`config.mk`:
```
export PLATFORM = sky130hd
export DESIGN_NAME = accumulator
export DESIGN_NICKNAME = d
export VERILOG_FILES = /design/src/rtl/accumulator_pkg.sv /design/src/rtl/accumulator_somador.sv /design/src/rtl/accumulator.sv
export SDC_FILE = /design/constraint.sdc
export NUM_CORES = 1
export LEC_CHECK = 0
export ABC_AREA = 1
export CAP_MARGIN = 20
export CELL_PAD_IN_SITES_DETAIL_PLACEMENT = 0
export CELL_PAD_IN_SITES_GLOBAL_PLACEMENT = 1
export CORE_ASPECT_RATIO = 1.5
export CORE_MARGIN = 4
export CORE_UTILIZATION = 35
export DETAILED_ROUTE_END_ITERATION = 6
export MAX_ROUTING_LAYER = met4
export PLACE_DENSITY_LB_ADDON = 0.1
export SYNTH_ARGS = -nofsm -noshare
export SYNTH_HDL_FRONTEND = slang
export SYNTH_SLANG_ARGS = --single-unit
```
`constraint.sdc`:
```
create_clock -name clk -period 1.7 [get_ports clk]
set_input_delay 0.34 -clock clk [delete_from_list [all_inputs] [get_ports clk]]
set_output_delay 0.34 -clock clk [all_outputs]
set_load 0.03 [all_outputs]
```
`src/rtl/accumulator_pkg.sv`:
```
// Shared constants for the Somador accumulator datapath.
package accumulator_pkg;

    localparam int unsigned DefaultWidth = 16;
    localparam logic [DefaultWidth-1:0] Zero = '0;

endpackage

```
`src/rtl/accumulator_somador.sv`:
```
// WIDTH-bit unsigned combinational adder with carry-out.
module somador #(
    parameter int unsigned WIDTH = 16
) (
    input  logic [WIDTH-1:0] a,
    input  logic [WIDTH-1:0] b,
    output logic [WIDTH-1:0] sum,
    output logic             cout
);

    logic [WIDTH:0] full;

    assign full = {1'b0, a} + {1'b0, b};
    assign sum  = full[WIDTH-1:0];
    assign cout = full[WIDTH];

endmodule

```
`src/rtl/accumulator.sv`:
```
// Running-sum accumulator with a separately latched output register and sticky carry flag.
module accumulator
    import accumulator_pkg::*;
#(
    parameter int unsigned WIDTH = DefaultWidth
) (
    input  logic             clk,
    input  logic             clear,
    input  logic             load,
    input  logic             transf,
    input  logic [WIDTH-1:0] in,
    output logic [WIDTH-1:0] out,
    output logic             ovf
);

    logic [WIDTH-1:0] acc_q, acc_d;
    logic [WIDTH-1:0] out_q, out_d;
    logic             ovf_q, ovf_d;
    logic [WIDTH-1:0] sum;
    logic             cout;

    somador #(
        .WIDTH(WIDTH)
    ) u_somador (
        .a   (acc_q),
        .b   (in),
        .sum (sum),
        .cout(cout)
    );

    // out samples the pre-add acc, so a same-edge load shows up only on a later transfer.
    always_comb begin
        acc_d = acc_q;
        ovf_d = ovf_q;
        out_d = out_q;
        if (load) begin
            acc_d = sum;
            ovf_d = ovf_q | cout;
        end
        if (transf) begin
            out_d = acc_q;
        end
    end

    always_ff @(posedge clk or posedge clear) begin
        if (clear) begin
            acc_q <= WIDTH'(Zero);
            out_q <= WIDTH'(Zero);
            ovf_q <= 1'b0;
        end else begin
            acc_q <= acc_d;
            out_q <= out_d;
            ovf_q <= ovf_d;
        end
    end

    assign out = out_q;
    assign ovf = ovf_q;

endmodule

```
==> Implementation_results.wiki <==
{| class="wikitable"
! Metric !! Value
|-
| Result of the run || finished clean
|-
| Core region area || 5910 um2
|-
| Final Max Tran Viols || 0
|-
| Number of port buffers || 36
|-
| Worst path buffer plus inverter count || 0
|-
| Clk_lat worst skew || 0.28 ns
|-
| P per Cell Area || 1830 nW/um2
|-
| Vias per cell || 4.68
|-
| Peak supply drop || 975 uV
|-
| Proportion of layout cells with a drive suffix above 1 || 25.7%
|-
| #FFs+latches synth || 33
|-
| Path length in cells of the critical path || 9
|-
| Yosys warning count || 0
|-
| Overall die area || 7560 um2
|-
| Tcrit/Tclk final || 97.2%
|-
| Setup repair after global routing missed its margin || yes
|-
| Setup violators final || 0
|-
| Relative max-transition margin || 58.6%
|-
| Number of filler instances in the final layout || 595
|-
| Origin of the critical flop-to-flop path || acc_q[0]$_DFFE_PP0P_
|-
| Multi-input gate area in the final layout || 1410 um2
|-
| Post-synthesis cell type count || 24
|-
| Final hold violation count || 0
|-
| Number of core rows || 34
|-
| Layout net count || 394
|-
| FF-to-FF End || acc_q[6]$_DFFE_PP0P_
|-
| Number of buffers between clock root and the deepest sink || 2
|-
| Effective utilization at floorplan || 36.7%
|-
| Horiz. Die Dim || 72.3 um
|-
| Residual antenna-violating net count after detailed routing || 0
|-
| Leakage dissipation || 1.67 nW
|-
| Worst r2r path cells || 9
|-
| Number of buffers inserted during clock tree synthesis || 5
|-
| Kind of end point of the critical path || flip-flop
|-
| I/O pins || 37
|-
| GRT Overall Usage || 15.7%
|-
| Number of remaining DRC errors || 0
|-
| Total number of H-tree levels || 2
|-
| Post-route minimum period || 1.65 ns
|-
| Critical Path, Cell by Cell || ha_4 > fa_2 > nand2_2 > nand2_2 > nand3_2 > nand2_4 > or2_1 > nand3_1 > o21ai_1
|-
| Gate family responsible for the most delay along the worst path || simple AND/OR/NAND/NOR gates
|-
| Number of antenna violations at the first check in global routing || 0
|-
| Mean cell area of the mapped netlist || 7.44 um2
|-
| Critical Setup Path Class || reg -> reg
|-
| Summed instance area of the synthesized netlist || 2170 um2
|-
| RD Place Congestion || 0.811
|-
| Wire length of the first global-routing pass || 9030 um
|-
| Total routed wirelength || 5580 um
|-
| Post-synthesis instance total || 292
|-
| Clock tree from TritonCTS || done
|-
| Number of buffers inserted for hold repair after clock tree synthesis || 0
|-
| Floorplan die height || 104 um
|-
| Largest cells by area after synthesis || sky130_fd_sc_hd__dfrtp_1, sky130_fd_sc_hd__nand2_1, sky130_fd_sc_hd__ha_1
|-
| Slowest cell on the critical path || sky130_fd_sc_hd__dfrtp_1
|-
| Reported max-cap violation count || 0
|-
| Slew at the pin closest to its max-slew limit || 0.620 ns
|-
| Syn_nets || 329
|-
| Endpoint of the most critical setup path || acc_q[6]$_DFFE_PP0P_
|-
| CP Max Fanout || 4
|-
| Root Buffer Master || sky130_fd_sc_hd__clkbuf_8
|-
| Worst clock skew || 0.00250 ns
|-
| Initial DRC Count || 46
|-
| Detailed-routing iteration count for the pre-antenna-repair pass || 4
|-
| Fmax achieved || 0.605 GHz
|-
| Area share of the largest cell type after synthesis || 38.0%
|-
| Post-DP HPWL || 4090 um
|-
| Type of element launching the critical path || flip-flop
|-
| Startpoint of the most critical setup path || acc_q[0]$_DFFE_PP0P_
|-
| Worst hold-check path type || in -> async
|-
| WL/cell || 13.0 um
|-
| Reg clk slew, reported paths || 0.07 ns
|-
| Library cell with the largest summed area after synthesis || sky130_fd_sc_hd__dfrtp_1
|-
| Global route overflow || 0
|-
| Area delta synth->final || 48.0%
|-
| Setup TNS || 0 ns
|-
| Worst path setup slack after routing || 0.0472 ns
|-
| Count of antenna diodes in the layout || 0
|-
| Worst setup slack for register-to-register paths || 0.05 ns
|-
| Final cell utilization of the core || 54.4%
|-
| Most numerous cell on the critical path || sky130_fd_sc_hd__nand2_2
|-
| Required time at the endpoint of the critical path || 1.87 ns
|-
| Vias in the first global route || 2,020
|-
| Clk sink count || 33
|-
| Largest net degree at the start of global routing || 34
|-
| Proportion of synthesized chip area in sequential cells || 38.0%
|-
| Vias after detailed routing || 2,012
|-
| Slowest Stage Delay on Critical Path || 0.41 ns
|-
| Sequential cell area || 826 um2
|-
| Worst slack at placement || -0.529 ns
|-
| Data arrival time of the critical path || 1.82 ns
|}
sequential cells by signal, indices dropped and copies added (netlist names):
signal / flops
ovf: 1
out: 16
acc_q: 16
per-layer routing:
metal | vias to the layer above | track usage, % | part of all wire, %
met4 | 0 | 5.11 | 1.7
met5 | - | - | 0
met2 | 26 | 28.2 | 55
li1 | 1046 | - | -
met3 | 10 | 2.61 | 3.1
met1 | 930 | 17.0 | 40
cells by family after synthesis:
family | Yosys count | share of synthesized area, %
multiplexers | 13 | 6.74
adder cells (fa/ha/maj) | 17 | 10.1
AO/OA/AOI/OAI | 20 | 4.61
XOR/XNOR | 2 | 0.807
flip-flops | 33 | 38.0
AND/OR/NAND/NOR | 156 | 30.1
buffers and inverters | 51 | 9.62
layout make-up:
class	instances	area share [%]
repair buffers	63	18.8
inverters	46	5.37
clock inverters	1	0.934
multi-input cells	208	43.7
well taps	72	2.80
clock buffers	7	2.69
flip-flops and latches	33	25.7
report_power, final:
| group | total [mW] | switching, mW | internal [mW] | leakage, nW |
|---|---|---|---|---|
| combinational | 3.66 | 1.94 | 1.72 | 1.22 |
| clock | 0.778 | 0.300 | 0.478 | 0.0585 |
| sequential | 1.44 | 0.296 | 1.15 | 0.392 |
worst reg2reg max path: stages, from the launching register on:
cell and delay, ns:
sky130_fd_sc_hd__dfrtp_1 0.41, sky130_fd_sc_hd__ha_4 0.18, sky130_fd_sc_hd__fa_2 0.34, sky130_fd_sc_hd__nand2_2 0.09, sky130_fd_sc_hd__nand2_2 0.06, sky130_fd_sc_hd__nand3_2 0.08, sky130_fd_sc_hd__nand2_4 0.06, sky130_fd_sc_hd__or2_1 0.20
sky130_fd_sc_hd__nand3_1 0.06, sky130_fd_sc_hd__o21ai_1 0.06
per-stage QoR:
| step | instances | area (um2) | hold WS, ns | total power, mW |
|---|---|---|---|---|
| after floorplan | 292 | 2170 | 0.462 | 3.38 |
| after global placement | 418 | 2780 | 0.463 | 4.57 |
| after detailed placement | 418 | 2780 | 0.462 | 4.58 |
| after CTS | 428 | 2970 | 0.404 | 5.52 |
| after global routing | 430 | 3210 | 0.429 | 6.39 |
| final | 430 | 3210 | 0.396 | 5.88 |
worst min path at each step:
stage | start | end | depth (start not counted)
after floorplan | acc_q[0]$_DFFE_PP0P_ | acc_q[0]$_DFFE_PP0P_ | 2
final | clear | out[14]$_DFFE_PP0P_ | 3
after global routing | clear | out[14]$_DFFE_PP0P_ | 3
after CTS | clear | out[14]$_DFFE_PP0P_ | 3
after global placement | ovf$_DFFE_PP0P_ | ovf$_DFFE_PP0P_ | 2
after detailed placement | ovf$_DFFE_PP0P_ | ovf$_DFFE_PP0P_ | 2
synthesized netlist by cell type, drive strengths merged:
cell type,count
nand3,20
mux2,13
xnor2,1
inv,46
nor2,14
xor2,1
a21oi,12
dfrtp,33
nand4,1
or2,5
fa,1
ha,16
buf,4
nand3b,2
nand2,108
clkbuf,1
and2,2
nor3,4
o21ai,8
layout by cell type (no fill, tap or decap), types with 3 or more instances in the layout:
cell type	count
sky130_fd_sc_hd__ha_1	4
sky130_fd_sc_hd__nand2_2	9
sky130_fd_sc_hd__nand2_1	94
sky130_fd_sc_hd__nand3_1	16
sky130_fd_sc_hd__inv_1	46
sky130_fd_sc_hd__ha_4	11
sky130_fd_sc_hd__nand3_2	4
sky130_fd_sc_hd__clkbuf_8	6
sky130_fd_sc_hd__nand2_4	5
sky130_fd_sc_hd__dfrtp_1	33
sky130_fd_sc_hd__a21oi_2	6
sky130_fd_sc_hd__nor2_1	11
sky130_fd_sc_hd__o21ai_1	4
sky130_fd_sc_hd__clkdlybuf4s50_1	28
sky130_fd_sc_hd__nor3_2	3
sky130_fd_sc_hd__o21ai_0	4
sky130_fd_sc_hd__dlymetal6s2s_1	7
sky130_fd_sc_hd__buf_4	25
sky130_fd_sc_hd__a21oi_1	6
sky130_fd_sc_hd__mux2_2	13
repair_timing:
action                     in CTS  in global routing
gates resized for setup        14                 43
setup buffers                   2                  2
pin swaps                      10                 15
gates cloned                    0                  0
setup endpoints to repair      12                 14
Note: power is estimated with default switching activity, not from simulation.
